[src/rtl/compare_crossing_detector.sv]
// compare_crossing_detector
// Turns the lt/eq/gt status of a magnitude comparator (a = sample,
// b = threshold) into a debounced above/below state with one-cycle
// rise/fall pulses.
// - A malformed status (valid with zero, two or three flags set) raises a
//   sticky err flag and does not disturb the state or the debounce count.
// - Optional macro CROSSING_EVENT_COUNT_EN adds a wrapping rise+fall event
//   counter. Without the macro, event_count is tied to zero. The port list
//   is the same in both builds.
module compare_crossing_detector #(
  parameter int DEBOUNCE  = 3,
  parameter int CNT_WIDTH = 8
) (
  input  logic                 clk,
  input  logic                 reset,
  input  logic                 valid,
  input  logic                 lt,
  input  logic                 eq,
  input  logic                 gt,
  output logic                 above,
  output logic                 rise,
  output logic                 fall,
  output logic                 err,
  output logic [CNT_WIDTH-1:0] event_count
);

  // Wide enough to hold DEBOUNCE itself, so the "last sample" compare
  // cannot alias.
  localparam int CW = $clog2(DEBOUNCE + 1);
  localparam logic [CW-1:0] CNT_ZERO_C = CW'(32'd0);
  localparam logic [CW-1:0] CNT_ONE_C  = CW'(32'd1);
  localparam logic [CW-1:0] CNT_LAST_C = CW'(DEBOUNCE);

  typedef enum logic [1:0] {
    ST_BELOW      = 2'd0,
    ST_CONF_ABOVE = 2'd1,
    ST_ABOVE      = 2'd2,
    ST_CONF_BELOW = 2'd3
  } state_t;

  // Exactly one of three flags set: the xor is odd-count, and the
  // all-three case is removed explicitly.
  function automatic logic is_onehot3(input logic a, input logic b, input logic c);
    return (a ^ b ^ c) & ~(a & b & c);
  endfunction

  state_t          state_r;
  state_t          state_s;
  logic [CW-1:0]   cnt_r;
  logic [CW-1:0]   cnt_s;
  logic [CW-1:0]   cnt_inc_s;
  logic            above_r;
  logic            rise_r;
  logic            fall_r;
  logic            err_r;
  logic            rise_s;
  logic            fall_s;
  logic            err_s;
  logic            above_s;

  assign cnt_inc_s = cnt_r + CNT_ONE_C;

  // Next-state, debounce count and pulse decode for the crossing FSM.
  always_comb begin
    state_s = state_r;
    cnt_s   = cnt_r;
    rise_s  = 1'b0;
    fall_s  = 1'b0;
    err_s   = err_r;
    if (valid && !is_onehot3(lt, eq, gt)) begin
      // Malformed sample: flag it and leave state and count untouched.
      err_s = 1'b1;
    end else if (valid && !eq) begin
      // Well-formed and not eq: exactly one of lt/gt is set.
      case (state_r)
        ST_BELOW: begin
          if (gt) begin
            if (DEBOUNCE == 32'sd1) begin
              state_s = ST_ABOVE;
              cnt_s   = CNT_ZERO_C;
              rise_s  = 1'b1;
            end else begin
              state_s = ST_CONF_ABOVE;
              cnt_s   = CNT_ONE_C;
            end
          end else begin
            cnt_s = CNT_ZERO_C;
          end
        end
        ST_CONF_ABOVE: begin
          if (gt) begin
            if (cnt_inc_s == CNT_LAST_C) begin
              state_s = ST_ABOVE;
              cnt_s   = CNT_ZERO_C;
              rise_s  = 1'b1;
            end else begin
              cnt_s = cnt_inc_s;
            end
          end else begin
            state_s = ST_BELOW;
            cnt_s   = CNT_ZERO_C;
          end
        end
        ST_ABOVE: begin
          if (lt) begin
            if (DEBOUNCE == 32'sd1) begin
              state_s = ST_BELOW;
              cnt_s   = CNT_ZERO_C;
              fall_s  = 1'b1;
            end else begin
              state_s = ST_CONF_BELOW;
              cnt_s   = CNT_ONE_C;
            end
          end else begin
            cnt_s = CNT_ZERO_C;
          end
        end
        ST_CONF_BELOW: begin
          if (lt) begin
            if (cnt_inc_s == CNT_LAST_C) begin
              state_s = ST_BELOW;
              cnt_s   = CNT_ZERO_C;
              fall_s  = 1'b1;
            end else begin
              cnt_s = cnt_inc_s;
            end
          end else begin
            state_s = ST_ABOVE;
            cnt_s   = CNT_ZERO_C;
          end
        end
        default: begin
          state_s = ST_BELOW;
          cnt_s   = CNT_ZERO_C;
        end
      endcase
    end else begin
      // Neutral sample (valid low or eq): hold everything.
      state_s = state_r;
      cnt_s   = cnt_r;
    end
  end

  // The confirm-below state still counts as above: it has not committed yet.
  always_comb begin
    above_s = (state_s == ST_ABOVE) || (state_s == ST_CONF_BELOW);
  end

  // State, count and registered outputs. Reset drops a partial confirm
  // without emitting a pulse.
  always_ff @(posedge clk or posedge reset) begin
    if (reset) begin
      state_r <= ST_BELOW;
      cnt_r   <= CNT_ZERO_C;
      above_r <= 1'b0;
      rise_r  <= 1'b0;
      fall_r  <= 1'b0;
      err_r   <= 1'b0;
    end else begin
      state_r <= state_s;
      cnt_r   <= cnt_s;
      above_r <= above_s;
      rise_r  <= rise_s;
      fall_r  <= fall_s;
      err_r   <= err_s;
    end
  end

  assign above = above_r;
  assign rise  = rise_r;
  assign fall  = fall_r;
  assign err   = err_r;

`ifdef CROSSING_EVENT_COUNT_EN
  logic [CNT_WIDTH-1:0] evt_cnt_r;

  // Count commits. The count updates on the same edge as the pulse and
  // wraps naturally.
  always_ff @(posedge clk or posedge reset) begin
    if (reset) begin
      evt_cnt_r <= {CNT_WIDTH{1'b0}};
    end else if (rise_s || fall_s) begin
      evt_cnt_r <= evt_cnt_r + CNT_WIDTH'(32'd1);
    end else begin
      evt_cnt_r <= evt_cnt_r;
    end
  end

  assign event_count = evt_cnt_r;
`else
  assign event_count = {CNT_WIDTH{1'b0}};
`endif

endmodule
[config.mk]
export PLATFORM = sky130hd
export DESIGN_NAME = compare_crossing_detector
export DESIGN_NICKNAME = d
export VERILOG_FILES = /design/src/rtl/compare_crossing_detector.sv
export SDC_FILE = /design/constraint.sdc
export NUM_CORES = 1
export LEC_CHECK = 0
export BUFFER_PORTS_ARGS = -buffer_cell sky130_fd_sc_hd__buf_2
export CAP_MARGIN = 20
export CORE_AREA = 2 2 39 41
export CTS_BUF_LIST = sky130_fd_sc_hd__clkbuf_4
export DETAILED_ROUTE_END_ITERATION = 10
export DIE_AREA = 0 0 41 43
export PLACE_DENSITY = 0.61
export SETUP_SLACK_MARGIN = 0.1
export SYNTH_ARGS = -nofsm -noshare
export SYNTH_HDL_FRONTEND = slang
export SYNTH_SLANG_ARGS = --single-unit
[constraint.sdc]
create_clock -name clk -period 1.5 [get_ports clk]
set_input_delay 0.15 -clock clk [delete_from_list [all_inputs] [get_ports clk]]
set_output_delay 0.15 -clock clk [all_outputs]
set_load 0.01 [all_outputs]
==> metrics.cfg <==
[run_status]
outcome = complete, no violations

[hold_path]
worstHoldEndpoint = err
min_delay_path_depth = 2
timing.hold.worst.class = in -> reg
min-delay-start = valid

[clock_tree]
tritoncts = built
postCtsSetupRepairBufs = 0
path_clk_slew_ps = 50
htree_levels = 1
clock_tree.root_cell = sky130_fd_sc_hd__clkbuf_4
clock-sinks = 8
clock_latency_ps = 250
clock_path_buffers = 2
cts-buffers-inserted = 3

[final_layout]
final_cell_mix = sky130_fd_sc_hd__conb_1 (8), sky130_fd_sc_hd__dfrtp_1 (8), sky130_fd_sc_hd__buf_2 (7)
fin_util = 0.412
nets_final = 62
final_cell_area_um2 = 571
layout-drive-gt1-share = 0.434
post_layout_nonfiller_instances = 69
num_antenna_cells = 0
flow.area_growth_from_synthesis_pct = 23.2

[floorplanning]
start_util = 0.335
fp.dieW_um = 41
die_height_um = 43
die_outline_area_um2 = 1760
placeableCoreArea_um2 = 1380
io_pins = 18
rows = 14

[routing]
ant_nets = 0
detailed_route_drc_error_count = 0
detail_routed_net_length_per_standard_cell_um = 10.8
vias_per_cell = 4.64
detail_route.iter0.violations = 7
totalWireLength_um = 745
dr.pass1.iters = 3
routed-via-count = 320

[global_routing]
grt_use_met3 = 0.0157
grt_util_met1 = 0.132
globalRouteMet2Util = 0.175
grt_first_pass_wirelength_um = 1340
top_usage_layer = met2
grt_util_all_layers = 0.109
number_of_global_route_vias_before_repair = 323
antenna_found_initial = 0
maximum_number_of_pins_on_one_net_before_global_route_repair = 9
gr-total-overflow = 0

[setup_path]
worst-endpoint-required_ps = 1630
crit_path_top_delay_cell = sky130_fd_sc_hd__or3b_4
rr_endpoint = state_r[0]
critPathCaptureType = flip-flop
cp.arrival_ps = 1480
timing.critical_path.fanout_max = 7
path_class = in -> reg
r2r_slack_ps = 310
crit-reg2reg-launch = state_r[1]
critical_path.n_buffers_inverters = 1
timing.critical_path.cells = buf_6 > ha_4 > or3b_4 > a21boi_4 > mux2_4
path_delay_family = simple AND/OR/NAND/NOR gates
timing.critical_path.slowest_cell_delay_ps = 390
cp-start-kind = input pin
cell_depth_of_the_worst_flop_to_flop_path = 3

[power_and_ir_drop]
pwr_density_cell_nw_per_um2 = 1080
leakagePower_nw = 0.281
design_power_total_mw = 0.617
vdd.ir_drop.worst_uv = 313

[run]
maxCapViolCount = 0

[timing]
post-route-period-util = 0.899
whs_ps = 156
final_hold_viol_count = 0
setup_total_negative_slack_ps = 0
max_freq_mhz = 742
finalWorstSetupSlack_ps = 152
setup_repair_after_global_routing_missed_its_margin = false
finalWorstPathRequiredPeriod_ps = 1350
fin_worst_skew_ps = 1.47
maxSlewViolCount = 0
report.final.setup_viol = 0

[synth]
share_of_the_yosys_chip_area_belonging_to_registers = 0.432
synthesis.area_um2 = 463
synth.ff_latch_count = 8
synth_area_per_inst_um2 = 11.6
ys.warnings.count = 0
syn-instance-count = 40
synth_cell_types = 20

[place]
detailed_place.area_um2 = 526
dpl.cell_count = 65
dp_hpwl_um = 571
dp_worst_setup_slack_ps = -163
gp_congestion = 0.688
count_of_buffers_from_port_buffering = 9

[cell usage after synthesis]
master                     instances  area share
sky130_fd_sc_hd__buf_4             8        0.13
sky130_fd_sc_hd__dfrtp_1           8        0.43
sky130_fd_sc_hd__a41oi_1           3       0.057
sky130_fd_sc_hd__mux2_2            3       0.073
sky130_fd_sc_hd__nor2_1            3       0.024
sky130_fd_sc_hd__a21boi_4          1       0.041
sky130_fd_sc_hd__a31o_2            1       0.019
sky130_fd_sc_hd__and2b_1           1       0.016
sky130_fd_sc_hd__and3b_1           1       0.019
sky130_fd_sc_hd__and4_2            1       0.022
sky130_fd_sc_hd__and4b_2           1       0.024
sky130_fd_sc_hd__conb_1            1      0.0081
sky130_fd_sc_hd__ha_1              1       0.027
sky130_fd_sc_hd__inv_1             1      0.0081
sky130_fd_sc_hd__mux2i_1           1       0.022
sky130_fd_sc_hd__nand2_1           1      0.0081
sky130_fd_sc_hd__nor3_1            1       0.011
sky130_fd_sc_hd__o21a_1            1       0.016
sky130_fd_sc_hd__or2b_2            1       0.019
sky130_fd_sc_hd__or3b_4            1       0.024
[worst reg2reg max path, cell delays in order, from the launching register on]
cell and delay (ps):
sky130_fd_sc_hd__dfrtp_1 420, sky130_fd_sc_hd__mux2i_1 310, sky130_fd_sc_hd__nor2_1 80, sky130_fd_sc_hd__mux2_4 260
[cell families (layout without fill, tap and decap cells)]
family | Yosys count | in the layout | share of synthesized area
and+or+nand+nor | 11 | 11 | 0.168
buffers and inverters | 9 | 15 | 0.138
DFF | 8 | 8 | 0.432
AOI/OAI and AO/OA | 6 | 6 | 0.132
muxes | 4 | 4 | 0.0946
adders and majority gates | 1 | 1 | 0.0270
other | 1 | 8 | 0.00810
[flip-flops by register name, indices dropped and copies added (netlist names)]
signal	count
cnt_r	2
state_r	2
above	1
err	1
fall	1
rise	1
[layer usage]
layer | vias to the layer above | wire length, um
li1 | 157 | -
met1 | 152 | 305
met2 | 11 | 399
met3 | 0 | 41
met4 | 0 | 0
met5 | - | 0
[what timing repair did]
action | in CTS | in global routing
endpoints found under the hold margin | 8 | 0
gates resized for setup | 0 | 4
endpoints found under the setup margin | 1 | 3
pin swaps | 1 | 3
hold buffers | 1 | 0
[report_power, final]
part | switching, mW | leakage (nW) | internal [mW]
clock | 0.0692 | 0.0138 | 0.0913
sequential | 0.0392 | 0.102 | 0.256
combinational | 0.0639 | 0.165 | 0.0970
[area by class of cell]
type                       count  area [um2]
sequential                     8         200
multi-input combinational     30         249
inverter                       1        3.75
timing repair buffer          11        75.1
clock buffer                   3        22.5
tap                           16        20.0
fill                         138         813
[how the worst max path moves through the flow]
stage / from / end / slack [ps] / depth (start not counted)
4_1_cts: lt / cnt_r[0] / 110 / 5
6_report: eq / cnt_r[0] / 150 / 5
3_3_place_gp: lt / cnt_r[0] / -150 / 5
2_1_floorplan: lt / cnt_r[0] / 50 / 4
5_1_grt: eq / state_r[0] / 100 / 5
3_5_place_dp: lt / cnt_r[0] / -160 / 5
Note: power is estimated with default switching activity, not from simulation.
